===== src/rtl/io_port_ctrl.sv =====
// io_port_ctrl: memory-mapped switch/key/LED/7-segment controller with key-event interrupt
// clock, reset      : system clock, async active-high reset
// addr/wdata/we     : CPU data bus; rdata/hit return read data and page claim
// sw, key_n         : raw switches and active-low keys (asynchronous)
// led, hex, irq     : LED drive, active-low segments (digit i at [7i+6:7i]), interrupt
module io_port_ctrl #(
    parameter logic [31:0] IO_BASE  = 32'hFFFF_FF00,
    parameter int          N_SW     = 10,
    parameter int          N_KEY    = 3,
    parameter int          N_LED    = 10,
    parameter int          N_HEX    = 6,
    parameter logic [15:0] DEBOUNCE = 16'd50000
) (
    input  logic                 clock,
    input  logic                 reset,
    input  logic [31:0]          addr,
    input  logic [31:0]          wdata,
    input  logic                 we,
    output logic [31:0]          rdata,
    output logic                 hit,
    input  logic [N_SW-1:0]      sw,
    input  logic [N_KEY-1:0]     key_n,
    output logic [N_LED-1:0]     led,
    output logic [7*N_HEX-1:0]   hex,
    output logic                 irq
);
    logic [N_SW-1:0]         sw_s1, sw_s2;
    logic [N_KEY-1:0]        key_s1, key_s2, level, level_nxt, key_edge, key_edge_nxt, irq_en, irq_en_nxt;
    logic [N_KEY-1:0][15:0]  cnt, cnt_nxt;
    logic [N_HEX-1:0][4:0]   hex_r;
    logic [N_LED-1:0]        led_r;
    logic [5:0]              off;
    logic                    wr;

    assign hit = addr[31:8] == IO_BASE[31:8];
    assign off = addr[7:2];
    assign wr  = we && hit;
    assign led = led_r;

    function automatic logic [6:0] seg(input logic [4:0] h);
        logic [6:0] s;
        case (h[3:0])
            4'h0: s = 7'h40;
            4'h1: s = 7'h79;
            4'h2: s = 7'h24;
            4'h3: s = 7'h30;
            4'h4: s = 7'h19;
            4'h5: s = 7'h12;
            4'h6: s = 7'h02;
            4'h7: s = 7'h78;
            4'h8: s = 7'h00;
            4'h9: s = 7'h10;
            4'hA: s = 7'h08;
            4'hB: s = 7'h03;
            4'hC: s = 7'h46;
            4'hD: s = 7'h21;
            4'hE: s = 7'h06;
            default: s = 7'h0E;
        endcase
        return h[4] ? 7'h7F : s;
    endfunction

    for (genvar i = 0; i < N_HEX; i++) begin : g_hex
        assign hex[7*i +: 7] = seg(hex_r[i]);
    end

    // Debounce: count while the synchronised key disagrees with the accepted level;
    // toggle once the disagreement has lasted DEBOUNCE cycles.
    always_comb begin
        level_nxt = level;
        cnt_nxt   = '0;
        for (int k = 0; k < N_KEY; k++) begin
            level_nxt[k] = level[k] ^ ((~key_s2[k] != level[k]) && (cnt[k] == DEBOUNCE - 16'd1));
            cnt_nxt[k]   = ((~key_s2[k] != level[k]) && (cnt[k] != DEBOUNCE - 16'd1)) ? cnt[k] + 16'd1 : 16'd0;
        end
        irq_en_nxt   = (wr && off == 6'h03) ? wdata[N_KEY-1:0] : irq_en;
        // New press events are OR-ed after the W1C mask so a same-cycle set wins.
        key_edge_nxt = (key_edge & ~((wr && off == 6'h02) ? wdata[N_KEY-1:0] : '0)) | (level_nxt & ~level);
    end

    always_comb begin
        rdata = '0;
        if (hit) begin
            case (off)
                6'h00: rdata[N_SW-1:0]  = sw_s2;
                6'h01: rdata[N_KEY-1:0] = level;
                6'h02: rdata[N_KEY-1:0] = key_edge;
                6'h03: rdata[N_KEY-1:0] = irq_en;
                6'h04: rdata[N_LED-1:0] = led_r;
                default: rdata = '0;
            endcase
            for (int i = 0; i < N_HEX; i++)
                if (off == 6'(8 + i)) rdata[4:0] = hex_r[i];
        end
    end

    always_ff @(posedge clock or posedge reset) begin
        if (reset) begin
            sw_s1    <= '0;
            sw_s2    <= '0;
            key_s1   <= '1;
            key_s2   <= '1;
            level    <= '0;
            cnt      <= '0;
            key_edge <= '0;
            irq_en   <= '0;
            led_r    <= '0;
            hex_r    <= {N_HEX{5'h10}};
            irq      <= 1'b0;
        end else begin
            sw_s1    <= sw;
            sw_s2    <= sw_s1;
            key_s1   <= key_n;
            key_s2   <= key_s1;
            level    <= level_nxt;
            cnt      <= cnt_nxt;
            key_edge <= key_edge_nxt;
            irq_en   <= irq_en_nxt;
            irq      <= |(key_edge_nxt & irq_en_nxt);
            if (wr && off == 6'h04) led_r <= wdata[N_LED-1:0];
            for (int i = 0; i < N_HEX; i++)
                if (wr && off == 6'(8 + i)) hex_r[i] <= wdata[4:0];
        end
    end
endmodule


===== config.mk =====
export PLATFORM = sky130hd
export DESIGN_NAME = io_port_ctrl
export DESIGN_NICKNAME = d
export VERILOG_FILES = /design/src/rtl/io_port_ctrl.sv
export SDC_FILE = /design/constraint.sdc
export NUM_CORES = 1
export LEC_CHECK = 0
export CAP_MARGIN = 20
export CORE_ASPECT_RATIO = 1.5
export CORE_MARGIN = 3
export CORE_UTILIZATION = 45
export DETAILED_ROUTE_END_ITERATION = 8
export PLACE_DENSITY = 0.75
export SYNTH_ARGS = -nofsm -noshare
export SYNTH_HDL_FRONTEND = slang
export SYNTH_SLANG_ARGS = --single-unit

===== constraint.sdc =====
create_clock -name clock -period 6.4 [get_ports clock]
set_input_delay 1.6 -clock clock [delete_from_list [all_inputs] [get_ports clock]]
set_output_delay 1.6 -clock clock [all_outputs]
set_load 0.005 [all_outputs]

---- Yosys cells after proc, flatten, opt, wreduce, memory -nomap -nowiden ----
Memories as Yosys holds them, arrays and structs flattened.
Cells that the tools add are included.
storage, ports and cells
  register bits ........................... 124
  memory bits (read-only) ................. 672
  input port bits ......................... 80
  output and inout bits ................... 86
  word-level logic and storage cells ...... 97
  memories ................................ 6
operators by class
  add/sub/neg operators ................... 3
  equal/unequal tests ..................... 20
  mux-type cells .......................... 20
  bitwise operators ....................... 12
  reductions and logical operators ........ 18
memories
  name             depth  bits a word  read ports  clocked after memory_dff  wr ports  RTL line  text
  (no name shown)  16     7            1           0                         0         42        case (h[3:0])
  (no name shown)  16     7            1           0                         0         42
  (no name shown)  16     7            1           0                         0         42
  (no name shown)  16     7            1           0                         0         42
  (no name shown)  16     7            1           0                         0         42
  (no name shown)  16     7            1           0                         0         42
operators with widths
  kind                                                                   count
  16-bit by 1-bit adder with 16-bit output, second input constant        3
  16-bit equality test, second input constant                            3
  16-bit two-way mux                                                     3
  16-bit != test, second input constant                                  3
  7-bit two-way mux                                                      6
  6-bit by 4-bit equality test with 1-bit output, second input constant  6
  5-bit two-way mux                                                      6
  24-bit equality test, second input constant                            1
  1-bit logical AND                                                      16
  3-bit one-hot mux with 5 select lines                                  1
  7-bit one-hot mux with 2 select lines                                  1
  6-bit by 2-bit equality test with 1-bit output, second input constant  2
  10-bit two-way mux                                                     1
  3-bit AND                                                              3
  6-bit by 1-bit equality test with 1-bit output, second input constant  1
  6-bit by 3-bit equality test with 1-bit output, second input constant  1
  6-bit logical NOT                                                      1
  3-bit two-way mux                                                      2
  3-bit inverter                                                         2
  1-bit != test                                                          3
  1-bit inverter                                                         3
  3-bit bitwise OR                                                       1
  3-bit OR reduction                                                     1
  1-bit XOR                                                              3

---- Depth between registers and ports, before layout ----
Gate-level depths: netlist of the first run.
  depth after elaboration ................. 9
  depth in mapped cells ................... 8
  mapped depth without buffers ............ 8

---- Worst setup path after synthesis of the first run ----
Ideal clock, no wire load.
  path kind ............................... in2out
  start ................................... in addr[3]
  end ..................................... out rdata[0]
  arrival time ............................ 2978 ps
  required time ........................... 4800 ps
  slack ................................... 1822 ps
  stages .................................. 6
  path buffers ............................ 1
  cell sequence ........................... or4_1 nor3b_2 buf_4 a22o_1 o21ai_0 a31oi_1
on the way
  cells in the longest elaborated chain, start to end .. 9
  elaborated cells between the ends (all ways) .. 19
  classes of those cells .................. eq/ne: 10; mux: 8; reduce/logical: 1
RTL lines
  what                                                                          RTL line  text
  from (decl)                                                                   16        input logic [31:0] addr,
  6-bit by 3-bit equality test with 1-bit output, or another cell as far along  84        case (off)
  3-bit one-hot mux with 5 select lines                                         84
  5-bit two-way mux (5 in series)                                               93        if (off == 6'(8 + i)) rdata[4:0] = hex_r[i];
  5-bit two-way mux *                                                           93
  10-bit two-way mux *                                                          83        if (hit) begin
  to (decl)                                                                     19        output logic [31:0] rdata,
Mark *: on every way between the ends. The rest lies on a longest branch, timed or not.

---- Worst setup path after layout of the first run ----
  start ................................... in addr[3]
  end ..................................... out rdata[3]
on the way
  cells in the longest elaborated chain, start to end .. 9
  elaborated cells between the ends (all ways) .. 16
  classes of those cells .................. eq/ne: 7; mux: 8; reduce/logical: 1
RTL lines
  what                                                                                 RTL line
  6-bit by 3-bit equality test with 1-bit output or 6-bit logical NOT (tied branches)  84
  7-bit one-hot mux with 2 select lines                                                84
  5-bit two-way mux (5 in series)                                                      93
  5-bit two-way mux *                                                                  93
  10-bit two-way mux *                                                                 83
Marks and branches as above.

==> results of run 1 <==
[registers in the layout, indices dropped and copies added, names as in the netlist, 3 cells and up]
| register | cells |
|---|---|
| cnt | 48 |
| hex_r | 30 |
| irq_en | 3 |
| key_edge | 3 |
| key_s1 | 3 |
| key_s2 | 3 |
| led | 10 |
| level | 3 |
| sw_s1 | 10 |
| sw_s2 | 10 |
[worst paths after layout]
kind                               startpoint               endpoint  cells past startpoint
setup / recovery                      addr[3]               rdata[3]                      8
hold / removal             sw_s1[4]$_DFF_PP0_     sw_s2[4]$_DFF_PP0_                      0
setup reg to reg            cnt[16]$_DFF_PP0_          irq$_DFF_PP0_                      8
hold reg to reg            sw_s1[4]$_DFF_PP0_     sw_s2[4]$_DFF_PP0_                      0
max in group asynchronous               reset  hex_r[14]$_DFFE_PP1P_                      3
min in group asynchronous               reset          irq$_DFF_PP0_                      2
[power by group through the flow]
| stage | clock network (W) | logic (W) | registers [W] |
|---|---|---|---|
| after floorplan | 0 | 0.0000486 | 0.000817 |
| after global placement | 0 | 0.0000865 | 0.000819 |
| after detailed placement | 0 | 0.0000878 | 0.000820 |
| after CTS | 0.00104 | 0.0000884 | 0.000806 |
| after global routing | 0.00108 | 0.0000972 | 0.000807 |
| final | 0.00102 | 0.0000872 | 0.000806 |
[cell type report]
cell class	count	share of cell area [%]
tap	203	2.75
clock inverter	10	1.75
sequential	124	33.8
timing repair buffer	125	13.4
inverter	32	1.33
clock buffer	22	5.24
multi-input combinational	555	41.8
[cells by family (layout without fill, tap and decap cells)]
kind of cell / after synthesis / in the layout
flops: 124 / 124
compound gates: 125 / 125
fa+ha+maj: 42 / 42
xor+xnor: 45 / 45
simple gates: 258 / 258
mux: 63 / 63
other cells: 1 / 22
buf+inv: 90 / 189
[critical path: stages]
cell,delay (ns)
clkdlybuf4s50_1,0.47
or4_1,0.64
nor3b_2,0.22
buf_4,0.23
a22o_1,0.24
a221oi_1,0.09
a31oi_1,0.23
clkdlybuf4s50_1,0.53
[layer usage]
metal | part of all wire [%] | wire (um) | global-route usage, % | up-vias
met5 | 0 | 0 | 0 | -
met1 | 39 | 6560 | 21.5 | 2771
li1 | - | - | - | 2804
met4 | 3.7 | 629 | 9.41 | 0
met2 | 53 | 9070 | 34.5 | 164
met3 | 4.4 | 740 | 3.85 | 44
[per-stage QoR]
step / hold slack [ns] / power (W) / instance area, um2
final: 0.345 / 0.00192 / 9240
after global routing: 0.352 / 0.00198 / 9240
after CTS: 0.346 / 0.00194 / 9240
after floorplan: 0.331 / 0.000866 / 7430
after detailed placement: 0.335 / 0.000907 / 8590
after global placement: 0.332 / 0.000905 / 8590
[cells in the final DEF (no fill, tap or decap), drive strengths merged, types with 25 or more instances in the layout]
cell type and n:
clkdlybuf4s50 119, dfrtp 112, nor2 100, mux2 48, nand2 43, ha 42, inv 32, o21ai 27
xnor2 25
==> results.cfg, run 1 <==
[run_status]
status = completed

[drt]
via_per_inst = 5.40
drc = 0
detail_route.iter0.violations = 391
vias = 5783
wl_per_cell_um = 15.9
first_pass_iters = 5
routed_wl_mm = 17.0
antenna_left = 0

[clock_tree]
cts-hold-fix-buffers = 0
cts_max_path_buffers = 2
cts_resized = 0
cts_tree = done
cts_setup_buffers = 0
htreeDepth = 4
cts_buffers = 17
clk_pin_slew_worst_paths_ns = 0.05
root_buffer = clkbuf_16
clk-insertion-delay-late_ns = 0.41
clock-sinks = 124

[floorplanning]
rows = 56
io_pins = 166
fp.dieArea_mm2 = 0.0179
start_util_pct = 46.4
core-area_mm2 = 0.0158
fp.dieH_um = 163
die_w_um = 110

[worst_hold_path]
min_path_type = flop to flop

[synthesis]
async_flop_share_pct = 100
synthDominantCellAreaShare_pct = 38.1
synth_edf_count = 0
synth_area_leaders = dfrtp_1 (38%), ha_1 (7.1%), mux2_2 (5.8%)
yosys.area_share.simple_pct = 17.5
yosys.area_share.xor_xnor_pct = 5.36
yosys.area_share.adder_pct = 7.15
yosysMostFrequentCell = dfrtp_1
avgSynthCellArea_um2 = 9.83
ys.warnings.count = 0
synth_top_family_by_area = simple AND/OR/NAND/NOR gates
synthMuxAreaShare_pct = 9.57
synth_top_cell_by_area = dfrtp_1
ys_ff_latch = 124
synth_cells = 748
synth_flop_cell = dfrtp_1
syn_area_mm2 = 0.00735
synth-compound-area-share_pct = 11.7
yosysUniqueCellTypes = 57
ys_seq_area_share_pct = 42.4
yosys-top-cells-count = dfrtp_1 (112), nor2_1 (100), ha_1 (42), nand2_1 (42), mux2_2 (38)

[timing]
setup_slack_ns = 0.522
setup_viol_count_final = 0
fmax_ghz = 0.170
rsz0062_at_grt = no
slew_headroom_pct = 52.2
fin_skew_ns = 0.00520
drv_slew = 0
fin_crit_sh_pct = 91.8
hold_violations = 0
fin_tns_setup_ns = 0
tightestPinTransition_ns = 0.717
period_needed_ns = 5.88

[placement]
dp_slack_ns = 0.542
dp_hpwl_mm = 12.5
gp_congestion = 0.861
place_inst = 1039
io_buffers = 119

[finish]
finalNonFillerCells = 1071
layout-drive-gt1-share_pct = 11.5
insertedDiodeCount = 0
fin_nets = 977
multi_input_area_mm2 = 0.00386
syn_to_final_growth_pct = 25.6
seq_area_mm2 = 0.00312
fill_cells = 1340
utilization_pct = 58.3

[power_and_ir_drop]
combPwrFrac_pct = 4.6
ir_worst_vdd_v = 0.000160
switching_share_pct = 20.1
power.leakage_nw = 4.13
clkPwrFrac_pct = 53.4
p_int_w = 0.00153
p_per_area_mw_per_mm2 = 208
p_seq_share_pct = 42.1
switchingPower_w = 0.000385

[setup_path]
crit_fanout = 11
r2r_slack_ns = 4.17
path_class = primary input to output port
worstPathRequired_ns = 4.80
cp.arrival_ns = 4.28
crit_path_end_kind = output port
crit_path_start_kind = primary input

[global_route]
grt_max_degree = 62
antenna_found_initial = 0
grt_util_all_layers_pct = 19.4
grt_pass1_wl_mm = 27.4
grt_pass1_vias = 5691
grt.overflow.total = 0

[flow_run]
drv_cap = 0
No activity file was read; power rests on OpenSTA's default activity.
==> run 2, diff against run 1 <==
--- a/config.mk
+++ b/config.mk
@@ -11,6 +11,7 @@
 export CORE_UTILIZATION = 45
 export DETAILED_ROUTE_END_ITERATION = 8
 export PLACE_DENSITY = 0.75
+export SETUP_SLACK_MARGIN = 0.2
 export SYNTH_ARGS = -nofsm -noshare
 export SYNTH_HDL_FRONTEND = slang
 export SYNTH_SLANG_ARGS = --single-unit
==> results of run 2 <==
Final layout, timing and power as in run 1 (identical DEF).
==> run 3, diff against run 2 <==
--- a/config.mk
+++ b/config.mk
@@ -8,9 +8,9 @@
 export CAP_MARGIN = 20
 export CORE_ASPECT_RATIO = 1.5
 export CORE_MARGIN = 3
-export CORE_UTILIZATION = 45
+export CORE_UTILIZATION = 43
 export DETAILED_ROUTE_END_ITERATION = 8
-export PLACE_DENSITY = 0.75
+export PLACE_DENSITY = 0.72
 export SETUP_SLACK_MARGIN = 0.2
 export SYNTH_ARGS = -nofsm -noshare
 export SYNTH_HDL_FRONTEND = slang
==> results.cfg, run 3 (synthesized netlist as in run 1, its figures left out) <==
[clock_tree]
cts_buffers = 17
htreeDepth = 4
clk-insertion-delay-late_ns = 0.41
root_buffer = clkbuf_16
cts_resized = 0
cts-hold-fix-buffers = 0
clk_pin_slew_worst_paths_ns = 0.06
cts_setup_buffers = 0
cts_tree = done
clock-sinks = 124
cts_max_path_buffers = 2

[timing]
fmax_ghz = 0.171
rsz0062_at_grt = no
fin_crit_sh_pct = 91.1
slew_headroom_pct = 60.5
setup_viol_count_final = 0
hold_violations = 0
period_needed_ns = 5.83
tightestPinTransition_ns = 0.593
fin_skew_ns = 0.00721
fin_tns_setup_ns = 0
drv_slew = 0

[drt]
routed_wl_mm = 16.9
via_per_inst = 5.37
first_pass_iters = 6
wl_per_cell_um = 15.7
vias = 5768
antenna_left = 0
drc = 0
detail_route.iter0.violations = 355

[finish]
fill_cells = 1442
syn_to_final_growth_pct = 25.3
layout-drive-gt1-share_pct = 11.6
regMostFlops = cnt
most-common-layout-cells = clkdlybuf4s50_1 (119), dfrtp_1 (112), nor2_1 (100)
largest_reg_flops = 48
top_regs = cnt (48), hex_r (30)
insertedDiodeCount = 0
seq_area_mm2 = 0.00312
final_common_cell = clkdlybuf4s50_1
fin_nets = 978
multi_input_area_mm2 = 0.00386

[global_route]
grt_util_all_layers_pct = 18.1
grt_pass1_vias = 5628
grt_pass1_wl_mm = 27.6
grt.overflow.total = 0
antenna_found_initial = 0
grt_max_degree = 84

[floorplanning]
io_pins = 166
die_w_um = 113
start_util_pct = 44.6
fp.dieArea_mm2 = 0.0187
core-area_mm2 = 0.0165
rows = 57
fp.dieH_um = 166

[setup_path]
endpoint = rdata[3]
reg2reg_from = cnt[16]$_DFF_PP0_
critical_path.top_delay_family = buffers and inverters
path_cells = clkdlybuf4s50_1 -> or4_1 -> nor3b_2 -> buf_4 -> a22o_1 -> a221oi_1 -> a31oi_1 -> clkdlybuf4s50_1
crit_path_start_kind = primary input
path_class = primary input to output port
crit_path_end_kind = output port
worst_path_largest_cell_delay_ns = 0.64
cp.buffers_inverters = 3
crit_top_cell = clkdlybuf4s50_1
critPathLaunch = addr[3]
worst_r2r_endpoint = irq$_DFF_PP0_
crit_fanout = 11
ff2ff_path_depth = 8
r2r_slack_ns = 4.24
worstPathRequired_ns = 4.80
crit_slowest_cell = or4_1
cp_num_cells = 8
cp.arrival_ns = 4.23

[worst_hold_path]
min_path_type = flop to flop

[power_and_ir_drop]
ir_worst_vdd_v = 0.000154
power.total_w = 0.00185
power.leakage_nw = 4.12
p_per_area_mw_per_mm2 = 201

[placement]
io_buffers = 119
dp_hpwl_mm = 12.4
gp_congestion = 0.859

[flow_run]
drv_cap = 0

[run_status]
status = completed
-- run 3: cell types whose count changed in the layout (fill, tap and decap cells not counted) --
cell / previous run / this run
bufinv_16: 4 / 3
clkbuf_8: 4 / 0
clkinv_2: 2 / 4
inv_6: 0 / 3
buf_16: 0 / 1
clkbuf_1: 1 / 0
-- run 3: worst min-delay path by stage --
stage	cells after the start	slack, ns	endpoint	start
final	0	0.35	sw_s2[7]$_DFF_PP0_	sw_s1[7]$_DFF_PP0_
after floorplan	0	0.33	sw_s2[0]$_DFF_PP0_	sw_s1[0]$_DFF_PP0_
after CTS	0	0.35	sw_s2[7]$_DFF_PP0_	sw_s1[7]$_DFF_PP0_
after global routing	0	0.35	sw_s2[7]$_DFF_PP0_	sw_s1[7]$_DFF_PP0_
after detailed placement	0	0.33	sw_s2[9]$_DFF_PP0_	sw_s1[9]$_DFF_PP0_
after global placement	0	0.33	sw_s2[5]$_DFF_PP0_	sw_s1[5]$_DFF_PP0_
-- run 3: per-stage QoR --
stage | setup WS (ns) | std cells | area [um2] | hold WS [ns] | utilization, %
finish | 0.567 | 1074 | 9210 | 0.345 | 55.9
global route | 0.421 | 1074 | 9210 | 0.350 | 55.9
CTS | 0.570 | 1073 | 9190 | 0.346 | 55.8
detailed placement | 0.573 | 1042 | 8590 | 0.335 | 52.2
global placement | 0.574 | 1042 | 8590 | 0.332 | 52.2
floorplan | 1.52 | 769 | 7430 | 0.331 | -
-- run 3: layout make-up --
cell class / instances / share of cell area [%]
multi-input cells: 555 / 41.9
flip-flops and latches: 124 / 33.8
repair buffers: 126 / 13.7
clock buffers: 17 / 4.62
well taps: 206 / 2.80
clock inverters: 14 / 1.82
inverters: 32 / 1.33
-- run 3: worst reg2reg max path: stages, from the launching register on --
cell	delay, ns
dfrtp_1	0.39
ha_1	0.23
and3_1	0.23
nand4_1	0.13
nor2b_1	0.07
ha_1	0.22
nor4b_1	0.30
a21oi_1	0.14
a221o_1	0.33
-- run 3: routing by layer --
layer  share of wire [%]  routed length [um]  vias up  GRT usage, %
li1                    -                   -     2807             -
met1                  38                6450     2772          20.1
met3                 4.5                 758       39          3.68
met2                  54                9110      150          32.6
met4                 3.3                 551        0          8.21
met5                   0                   0        -             0
-- run 3: report_power, final --
| group | total, W | leakage, nW | switching [W] | internal [W] |
|---|---|---|---|---|
| logic | 0.0000899 | 2.24 | 0.0000472 | 0.0000427 |
| clock network | 0.000955 | 0.286 | 0.000345 | 0.000610 |
| registers | 0.000805 | 1.59 | 0.00000612 | 0.000799 |
| total | 0.00185 | 4.12 | 0.000398 | 0.00145 |
